--- src/rtl/bus_pkg.sv ---
// Shared bus-fabric definitions: DMA FSM state encoding, data width and
// memory-map base addresses used by the interconnect, masters and benches.
package bus_pkg;

    localparam int unsigned BUS_DATA_WIDTH = 32;

    localparam logic [31:0] ROM_BASE  = 32'h0000_0000;
    localparam logic [31:0] RAM_BASE  = 32'h2000_0000;
    localparam logic [31:0] MMIO_BASE = 32'h4000_0000;

    typedef enum logic [2:0] {
        IDLE    = 3'd0,
        RD_ADDR = 3'd1,
        RD_DATA = 3'd2,
        WRITE   = 3'd3,
        DONE    = 3'd4
    } dma_state_t;

endpackage

--- src/rtl/dma_engine_if.sv ---
// Valid/ready read and write channels between a bus master and the fabric.
interface dma_engine_if;
    import bus_pkg::*;

    logic [31:0]               dmaAxiReadAddress;
    logic                      dmaAxiReadValid;
    logic                      dmaAxiReadReady;
    logic [BUS_DATA_WIDTH-1:0] dmaAxiReadData;
    logic                      dmaAxiReadValidData;
    logic                      dmaAxiReadReadyData;
    logic [31:0]               dmaAxiWriteAddress;
    logic                      dmaAxiWriteValid;
    logic                      dmaAxiWriteReady;
    logic [BUS_DATA_WIDTH-1:0] dmaAxiWriteData;
    logic                      dmaAxiWriteValidData;
    logic                      dmaAxiWriteReadyData;

    modport master (
        output dmaAxiReadAddress, dmaAxiReadValid, dmaAxiReadReadyData,
        input  dmaAxiReadReady, dmaAxiReadData, dmaAxiReadValidData,
        output dmaAxiWriteAddress, dmaAxiWriteValid, dmaAxiWriteData, dmaAxiWriteValidData,
        input  dmaAxiWriteReady, dmaAxiWriteReadyData
    );

    modport slave (
        input  dmaAxiReadAddress, dmaAxiReadValid, dmaAxiReadReadyData,
        output dmaAxiReadReady, dmaAxiReadData, dmaAxiReadValidData,
        input  dmaAxiWriteAddress, dmaAxiWriteValid, dmaAxiWriteData, dmaAxiWriteValidData,
        output dmaAxiWriteReady, dmaAxiWriteReadyData
    );

endinterface

--- src/rtl/dma_engine.sv ---
// Single-channel word-granular memory-to-memory copy engine: one read beat
// then one write beat per word over the fabric's valid/ready channels.
module dma_engine
    import bus_pkg::*;
#(
    parameter int unsigned COUNT_WIDTH    = 16,
    parameter int unsigned ADDRESS_STRIDE = 4
) (
    input  logic                   clock,
    input  logic                   resetActiveLow,
    input  logic [31:0]            cfgSourceAddress,
    input  logic [31:0]            cfgDestAddress,
    input  logic [COUNT_WIDTH-1:0] cfgWordCount,
    input  logic                   cfgSourceIncrement,
    input  logic                   cfgDestIncrement,
    input  logic                   cfgStart,
    output logic                   statusBusy,
    output logic                   statusDone,
    dma_engine_if.master           bus
);

    localparam logic [31:0] STRIDE = 32'(ADDRESS_STRIDE);

    dma_state_t                state_q, state_d;
    logic [31:0]               src_q, src_d;
    logic [31:0]               dst_q, dst_d;
    logic [COUNT_WIDTH-1:0]    cnt_q, cnt_d;
    logic                      src_inc_q, src_inc_d;
    logic                      dst_inc_q, dst_inc_d;
    logic [BUS_DATA_WIDTH-1:0] data_q, data_d;
    logic                      aw_done_q, aw_done_d;
    logic                      w_done_q, w_done_d;
    logic                      done_q, done_d;

    always_ff @(posedge clock or negedge resetActiveLow) begin
        if (!resetActiveLow) begin
            state_q   <= IDLE;
            src_q     <= '0;
            dst_q     <= '0;
            cnt_q     <= '0;
            src_inc_q <= 1'b0;
            dst_inc_q <= 1'b0;
            data_q    <= '0;
            aw_done_q <= 1'b0;
            w_done_q  <= 1'b0;
            done_q    <= 1'b0;
        end else begin
            state_q   <= state_d;
            src_q     <= src_d;
            dst_q     <= dst_d;
            cnt_q     <= cnt_d;
            src_inc_q <= src_inc_d;
            dst_inc_q <= dst_inc_d;
            data_q    <= data_d;
            aw_done_q <= aw_done_d;
            w_done_q  <= w_done_d;
            done_q    <= done_d;
        end
    end

    always_comb begin
        state_d   = state_q;
        src_d     = src_q;
        dst_d     = dst_q;
        cnt_d     = cnt_q;
        src_inc_d = src_inc_q;
        dst_inc_d = dst_inc_q;
        data_d    = data_q;
        aw_done_d = aw_done_q;
        w_done_d  = w_done_q;
        done_d    = done_q;

        unique case (state_q)
            IDLE: begin
                if (cfgStart) begin
                    src_d     = cfgSourceAddress;
                    dst_d     = cfgDestAddress;
                    cnt_d     = cfgWordCount;
                    src_inc_d = cfgSourceIncrement;
                    dst_inc_d = cfgDestIncrement;
                    done_d    = 1'b0;
                    state_d   = (cfgWordCount == '0) ? DONE : RD_ADDR;
                end
            end
            RD_ADDR: begin
                if (bus.dmaAxiReadReady) state_d = RD_DATA;
            end
            RD_DATA: begin
                if (bus.dmaAxiReadValidData) begin
                    data_d  = bus.dmaAxiReadData;
                    state_d = WRITE;
                end
            end
            WRITE: begin
                // Address and data handshakes may land in any order; the word
                // retires on the cycle the later of the two completes.
                aw_done_d = aw_done_q | bus.dmaAxiWriteReady;
                w_done_d  = w_done_q  | bus.dmaAxiWriteReadyData;
                if (aw_done_d && w_done_d) begin
                    cnt_d     = cnt_q - COUNT_WIDTH'(1);
                    aw_done_d = 1'b0;
                    w_done_d  = 1'b0;
                    if (src_inc_q) src_d = src_q + STRIDE;
                    if (dst_inc_q) dst_d = dst_q + STRIDE;
                    state_d   = (cnt_q == COUNT_WIDTH'(1)) ? DONE : RD_ADDR;
                end
            end
            DONE: begin
                done_d  = 1'b1;
                state_d = IDLE;
            end
            default: state_d = IDLE;
        endcase
    end

    always_comb begin
        bus.dmaAxiReadAddress    = src_q;
        bus.dmaAxiReadValid      = (state_q == RD_ADDR) || (state_q == RD_DATA);
        bus.dmaAxiReadReadyData  = (state_q == RD_DATA);
        bus.dmaAxiWriteAddress   = dst_q;
        bus.dmaAxiWriteData      = data_q;
        // Address valid stays up until both beats finish so the fabric keeps
        // the write data path routed to this master.
        bus.dmaAxiWriteValid     = (state_q == WRITE);
        bus.dmaAxiWriteValidData = (state_q == WRITE) && !w_done_q;
        statusBusy               = (state_q == RD_ADDR) || (state_q == RD_DATA) ||
                                   (state_q == WRITE);
        statusDone               = done_q;
    end

endmodule

--- src/flat_wrapper.sv ---
// flat-port wrapper written by rule: the top's interface ports become plain ports
module dma_engine_flat import bus_pkg::*;
#(
    parameter int unsigned COUNT_WIDTH    = 16,
    parameter int unsigned ADDRESS_STRIDE = 4
)
  (clock, resetActiveLow, cfgSourceAddress, cfgDestAddress, cfgWordCount, cfgSourceIncrement, cfgDestIncrement, cfgStart, statusBusy, statusDone, bus_dmaAxiReadAddress, bus_dmaAxiReadValid, bus_dmaAxiReadReadyData, bus_dmaAxiReadReady, bus_dmaAxiReadData, bus_dmaAxiReadValidData, bus_dmaAxiWriteAddress, bus_dmaAxiWriteValid, bus_dmaAxiWriteData, bus_dmaAxiWriteValidData, bus_dmaAxiWriteReady, bus_dmaAxiWriteReadyData);
  dma_engine_if bus_i ();
  input  logic clock;
  input  logic resetActiveLow;
  input  logic [31:0] cfgSourceAddress;
  input  logic [31:0] cfgDestAddress;
  input  logic [COUNT_WIDTH-1:0] cfgWordCount;
  input  logic cfgSourceIncrement;
  input  logic cfgDestIncrement;
  input  logic cfgStart;
  output logic statusBusy;
  output logic statusDone;
  output wire logic [$bits(bus_i.dmaAxiReadAddress)-1:0] bus_dmaAxiReadAddress;
  output wire logic [$bits(bus_i.dmaAxiReadValid)-1:0] bus_dmaAxiReadValid;
  output wire logic [$bits(bus_i.dmaAxiReadReadyData)-1:0] bus_dmaAxiReadReadyData;
  input wire logic [$bits(bus_i.dmaAxiReadReady)-1:0] bus_dmaAxiReadReady;
  input wire logic [$bits(bus_i.dmaAxiReadData)-1:0] bus_dmaAxiReadData;
  input wire logic [$bits(bus_i.dmaAxiReadValidData)-1:0] bus_dmaAxiReadValidData;
  output wire logic [$bits(bus_i.dmaAxiWriteAddress)-1:0] bus_dmaAxiWriteAddress;
  output wire logic [$bits(bus_i.dmaAxiWriteValid)-1:0] bus_dmaAxiWriteValid;
  output wire logic [$bits(bus_i.dmaAxiWriteData)-1:0] bus_dmaAxiWriteData;
  output wire logic [$bits(bus_i.dmaAxiWriteValidData)-1:0] bus_dmaAxiWriteValidData;
  input wire logic [$bits(bus_i.dmaAxiWriteReady)-1:0] bus_dmaAxiWriteReady;
  input wire logic [$bits(bus_i.dmaAxiWriteReadyData)-1:0] bus_dmaAxiWriteReadyData;
  assign bus_dmaAxiReadAddress = bus_i.dmaAxiReadAddress;
  assign bus_dmaAxiReadValid = bus_i.dmaAxiReadValid;
  assign bus_dmaAxiReadReadyData = bus_i.dmaAxiReadReadyData;
  assign bus_i.dmaAxiReadReady = bus_dmaAxiReadReady;
  assign bus_i.dmaAxiReadData = bus_dmaAxiReadData;
  assign bus_i.dmaAxiReadValidData = bus_dmaAxiReadValidData;
  assign bus_dmaAxiWriteAddress = bus_i.dmaAxiWriteAddress;
  assign bus_dmaAxiWriteValid = bus_i.dmaAxiWriteValid;
  assign bus_dmaAxiWriteData = bus_i.dmaAxiWriteData;
  assign bus_dmaAxiWriteValidData = bus_i.dmaAxiWriteValidData;
  assign bus_i.dmaAxiWriteReady = bus_dmaAxiWriteReady;
  assign bus_i.dmaAxiWriteReadyData = bus_dmaAxiWriteReadyData;
  dma_engine #(.COUNT_WIDTH(COUNT_WIDTH), .ADDRESS_STRIDE(ADDRESS_STRIDE)) u_core (.clock(clock), .resetActiveLow(resetActiveLow), .cfgSourceAddress(cfgSourceAddress), .cfgDestAddress(cfgDestAddress), .cfgWordCount(cfgWordCount), .cfgSourceIncrement(cfgSourceIncrement), .cfgDestIncrement(cfgDestIncrement), .cfgStart(cfgStart), .statusBusy(statusBusy), .statusDone(statusDone), .bus(bus_i));
endmodule
--- config.mk ---
export PLATFORM = sky130hd
export DESIGN_NAME = dma_engine_flat
export DESIGN_NICKNAME = d
export VERILOG_FILES = /design/src/rtl/bus_pkg.sv /design/src/rtl/dma_engine_if.sv /design/src/rtl/dma_engine.sv /design/src/flat_wrapper.sv
export SDC_FILE = /design/constraint.sdc
export NUM_CORES = 1
export LEC_CHECK = 0
export ABC_CLOCK_PERIOD_IN_PS = 5500
export BUFFER_PORTS_ARGS = -buffer_cell sky130_fd_sc_hd__buf_2
export CORE_MARGIN = 2
export CORE_UTILIZATION = 50
export CTS_BUF_LIST = sky130_fd_sc_hd__clkbuf_8
export CTS_CLUSTER_SIZE = 14
export DETAILED_ROUTE_END_ITERATION = 6
export PLACE_DENSITY_LB_ADDON = 0.08
export SETUP_SLACK_MARGIN = 0.05
export SYNTH_ARGS = -nofsm -noshare
export SYNTH_HDL_FRONTEND = slang
export SYNTH_SLANG_ARGS = --single-unit
export TNS_END_PERCENT = 100
--- constraint.sdc ---
create_clock -name clock -period 5.5 [get_ports clock]
set_input_delay 0.275 -clock clock [delete_from_list [all_inputs] [get_ports clock]]
set_output_delay 0.275 -clock clock [all_outputs]
set_load 0.005 [all_outputs]
Yosys cells after proc, flatten, opt, wreduce, memory -nomap -nowiden
Index checks and enable logic that the tools add are counted.
{"block": "classes", "addsub": 3, "n_eq_ne": 11, "n_mux": 22, "bitwise_logic": 2, "reduce_logical": 16}
{"operator": "32-bit two-way mux", "count": 6}
{"operator": "32-bit case mux with 2 select lines", "count": 2}
{"operator": "32-bit by 3-bit adder with 32-bit output, second input constant", "count": 2}
{"operator": "16-bit two-way mux", "count": 2}
{"operator": "16-bit case mux with 2 select lines", "count": 1}
{"operator": "3-bit two-way mux", "count": 6}
{"operator": "16-bit by 1-bit == test with 1-bit output, second input constant", "count": 1}
{"operator": "16-bit zero test", "count": 1}
{"operator": "16-bit by 1-bit subtractor with 16-bit output, second input constant", "count": 1}
{"operator": "3-bit case mux with 4 select lines", "count": 1}
{"operator": "4-bit AND reduction", "count": 3}
{"operator": "2-bit by 1-bit != test with 1-bit output, second input constant", "count": 4}
{"operator": "3-bit by 2-bit == test with 1-bit output, second input constant", "count": 2}
{"operator": "2-bit AND reduction", "count": 3}
{"operator": "2-bit != test, second input constant", "count": 2}
{"operator": "2-bit nonzero test", "count": 2}
{"operator": "3-bit by 1-bit == test with 1-bit output, second input constant", "count": 1}
{"operator": "3-bit == test, second input constant", "count": 1}
{"operator": "3-bit zero test", "count": 1}
{"operator": "1-bit two-way mux", "count": 3}
{"operator": "3-bit AND reduction", "count": 1}
{"operator": "1-bit logical AND", "count": 2}
{"operator": "1-bit logical OR", "count": 2}
{"operator": "1-bit bitwise OR", "count": 2}
{"operator": "other kinds (2)", "count": 2}
{"block": "totals", "reg_bits": 120, "inputBits": 121, "output_inout_bits": 102, "elab_cells": 64}

Logic depth before layout (Yosys ltp)
{"block": "depth", "depth_word": 4, "depth_mapped": 9, "mapped_depth_nobuf": 7}

Worst setup path before layout
Ideal clock, no wire load.
{"block": "synth_path", "kind": "register to register", "startpoint": "register u_core.src_q[2], in the netlist u_core.bus.dmaAxiReadAddress[2]", "endpoint": "register u_core.src_q[20], in the netlist u_core.bus.dmaAxiReadAddress[20]", "setup_time_ns": 0.121, "arrival_time_ns": 1.869, "required_time_ns": 5.379, "setup_slack_ns": 3.510, "path_stages_with_launch": 7, "path_buffers": 0, "synth_period_minus_slack_ns": 1.990, "cell_sequence": "dfrtp_1 -> ha_1 -> nand3_1 -> nor4_1 -> and3_1 -> a31oi_1 -> o22a_1"}
{"block": "synth_between", "elab_chain_len": 4}
{"item": "start: declaration", "line": "dma_engine.sv:25", "rtl": "logic [31:0] src_q, src_d;"}
{"item": "start signal: assignment", "line": "dma_engine.sv:49", "rtl": "src_q <= src_d;"}
{"item": "32-bit by 3-bit adder with 32-bit output", "line": "dma_engine.sv:103", "rtl": "if (src_inc_q) src_d = src_q + STRIDE;"}
{"item": "32-bit two-way mux", "line": "dma_engine.sv:103"}
{"item": "32-bit two-way mux", "line": "dma_engine.sv:99", "rtl": "if (aw_done_d && w_done_d) begin"}
{"item": "32-bit case mux with 2 select lines", "line": "dma_engine.sv:73", "rtl": "unique case (state_q)"}
No other way between the ends. The select of a mux whose other input is x is not followed.
A chain may end at the register's enable or synchronous reset.

Worst setup path in the final report
{"block": "layout_path", "startpoint": "register u_core.state_q[0]", "endpoint": "register u_core.src_q[9], in the netlist u_core.bus.dmaAxiReadAddress[9]"}
{"block": "layout_between", "elab_chain_len": 3, "word_cells_on_any_way": 8, "classes_between": "eq/ne (4); mux (1); reduce/logical (3)"}
{"item": "start: declaration", "line": "dma_engine.sv:24", "rtl": "dma_state_t state_q, state_d;"}
{"item": "start signal: assignment", "line": "dma_engine.sv:48", "rtl": "state_q <= state_d;"}
{"item": "3-bit by 2-bit == test with 1-bit output or 3-bit zero test (tied branches)", "line": "dma_engine.sv:73"}
{"item": "2-bit by 1-bit != test with 1-bit output (no source line), or another cell as far along"}
{"item": "4-bit AND reduction (no source line)"}
Parallel ways exist; a longest one is shown, timed or not.

==> metrics <==
Worst Tran Pin Value 1070 ps; Ports 223; Total Nets Final 1057; Worst Hold Launch cfgSourceAddress[0]; Clock Pin Slew Worst Setup and Hold Paths 70 ps; DRC viols 0; count of pins over their slew limit 0; grt total ovfl 0; Antenna Cells 0; Final period util 61.8%; Gates resized, CTS repair 0; Post-Syn Nets 852; H-tree level count 4; 1st-iter DRT viols 624; antenna viol nets, final 0; clock buffer count from CTS 17; RePlAce Congestion 0.893; CP arrival 3730 ps; HPWL Detailed 13400 µm; RSZ-0062 raised after global routing no; Pleak 3.60 nW; outcome finished clean; clk sinks 120; Die W 119 µm; Tmin final 3400 ps; initial antenna violation count 0; Starting Density 51.7%; FF-to-FF End u_core.bus.dmaAxiReadAddress[9]; CP Class reg -> reg; WP data required 5830 ps; final setup vio count 0; Peak VDD IR 0.000314 V; FP Rows 41; fillers 1126; power per cell area 571 mW/mm²; routed via count 6732; Reg2Reg Depth 6; tightest hold margin 44.3 ps; max_cap viols 0; Fin. Hold Viols 0; slew margin rel. 27.9%; commonest non-fill, non-tap cell in the layout buf_2; Synth Cell Area 0.00658 mm²; CTS tree done; share of cells above drive strength 1 33.4%; Root Driver clkbuf_8; Post-Route Setup TNS 0 ps; Hold Crit Class in -> reg; Crit Path Max Fanout 98; IO Port Bufs 222; Main synth FF type dfrtp_1; WHS Path Cells 3; most frequent cells in the layout buf_2 (221), dfrtp_1 (120), a21oi_1 (88); die area 0.0141 mm²; Max Buffers Root-to-Sink 2; Yosys cell types 63; mean post-synth cell area 9.05 µm²; skew final 8.08 ps; Cells after Synth 727; yosys warns 0; Seq/Total Area, Yosys 45.6%; #FFs+latches synth 120; Syn-to-layout area delta 24.7%; drt total wl 19200 µm; wire per inst 17.2 µm; first-pass GRT wire length 31300 µm; Clock Latency Late Sink 450 ps; Achievable Freq 0.294 GHz; reg2reg setup slack 2100 ps; Worst Hold End u_core.bus.dmaAxiReadAddress[0]; Worst Setup End Kind flop; drt first pass iters 5; Core Area 0.0127 mm²; overall routing resource usage 27.3%; final core occ 64.5%; Die H 119 µm; worst r2r src u_core.state_q[0]; vias per inst 6.03; Critical Path Start Type flop; largest net degree at the start of global routing 99; Async S/R FF share, synth 100%; Post-synth EDFFs 0; number of global-route vias before repair 6376
==> worst max-delay path by stage <==
stage,startpoint,to,cells after the start
after floorplan,u_core.bus.dmaAxiReadAddress[2],u_core.bus.dmaAxiReadAddress[20],6
after global placement,u_core.state_q[0],u_core.bus.dmaAxiReadAddress[17],6
after detailed placement,u_core.state_q[0],u_core.bus.dmaAxiReadAddress[9],6
after CTS,u_core.state_q[0],u_core.bus.dmaAxiReadAddress[9],6
after global routing,u_core.state_q[0],u_core.bus.dmaAxiReadAddress[9],6
final,u_core.state_q[0],u_core.bus.dmaAxiReadAddress[9],6
==> cell type report <==
| type | instances | area [µm²] | area share, % |
|---|---|---|---|
| well taps | 172 | 215 | 2.62 |
| flip-flops and latches | 120 | 3000 | 36.6 |
| clock buffers | 20 | 275 | 3.35 |
| inverters | 12 | 47.5 | 0.579 |
| clock inverters | 11 | 130 | 1.59 |
| repair buffers | 233 | 1200 | 14.6 |
| multi-input cells | 548 | 3330 | 40.6 |
==> per-stage QoR <==
| step | power, mW | setup WS, ps | cells | cell area, µm² |
|---|---|---|---|---|
| after CTS | 4.69 | 2120 | 1116 | 8210 |
| after detailed placement | 3.85 | 2130 | 1083 | 7780 |
| after global routing | 5.05 | 1780 | 1116 | 8210 |
| after global placement | 3.75 | 2320 | 1083 | 7780 |
| after floorplan | 3.09 | 3510 | 727 | 6580 |
| final | 4.69 | 2100 | 1116 | 8210 |
==> worst max-delay path: stages, from the launching register on <==
cell,delay [ps]
dfrtp_1,550
nand3b_1,170
buf_4,580
inv_4,490
a31oi_2,1000
a21oi_1,80
o2bb2a_1,340
==> routing by layer <==
layer	vias to the layer above	track usage (%)	part of all wire, %
li1	3143	-	-
met1	3225	35.9	42
met2	318	43.1	48
met3	46	5.41	6.6
met4	0	13.2	2.7
met5	-	0	0
==> what timing repair did <==
action | in CTS | in global routing
hold buffers | 2 | 0
buffers inserted | 0 | 0
endpoints found under the hold margin | 57 | 0
==> state kept, by name, summed over array words and instances, names as in the netlist <==
register,cells
u_core.aw_done_q,1
u_core.bus.dmaAxiReadAddress,32
u_core.bus.dmaAxiWriteAddress,32
u_core.bus.dmaAxiWriteData,32
u_core.cnt_q,16
u_core.dst_inc_q,1
u_core.src_inc_q,1
u_core.state_q,3
u_core.statusDone,1
u_core.w_done_q,1
==> synth_stat cells, types with 2 or more instances <==
master | number | area share [%]
dfrtp_1 | 120 | 46
a21oi_1 | 88 | 6.7
nand2_1 | 70 | 4.0
nor2_1 | 61 | 3.5
nand3_1 | 46 | 3.5
o21ai_0 | 36 | 2.7
mux2_2 | 32 | 5.5
buf_2 | 27 | 2.1
o22ai_1 | 27 | 2.6
nor3_1 | 25 | 1.9
clkbuf_1 | 18 | 1.0
o22a_1 | 18 | 2.4
inv_1 | 12 | 0.68
a31oi_1 | 11 | 1.0
nor4_1 | 11 | 1.0
and3_1 | 9 | 0.86
nand4_1 | 9 | 0.86
a2bb2oi_1 | 8 | 1.1
o32ai_1 | 6 | 0.80
a311oi_1 | 5 | 0.67
a41oi_1 | 5 | 0.67
and4_1 | 5 | 0.67
nand3b_1 | 5 | 0.57
or2_2 | 5 | 0.48
a211oi_1 | 4 | 0.46
a22oi_1 | 4 | 0.46
ha_1 | 4 | 0.76
o31ai_1 | 4 | 0.46
or3_1 | 4 | 0.38
o21a_1 | 3 | 0.34
o2bb2a_1 | 3 | 0.46
a22o_1 | 2 | 0.27
and2_1 | 2 | 0.19
buf_1 | 2 | 0.11
nand4b_1 | 2 | 0.27
nor3b_1 | 2 | 0.23
o211ai_1 | 2 | 0.23
o221a_2 | 2 | 0.34
or3_2 | 2 | 0.23
or4_1 | 2 | 0.23
or4b_1 | 2 | 0.30
==> where the power goes <==
group          internal (mW)  switching (mW)
clock                  0.474           0.352
combinational          0.921            1.18
sequential              1.31           0.455
total                   2.70            1.98
==> kinds of logic (layout without fill, tap and decap cells) <==
kind of cell,after synthesis,after routing,synth area share (%)
simple gates,275,275,21.4
compound gates,235,235,22.6
flops,120,120,45.6
buf+inv,59,276,3.88
mux,33,33,5.63
fa+ha+maj,4,4,0.761
xor+xnor,1,1,0.133
(Power assumes the default switching activity.)
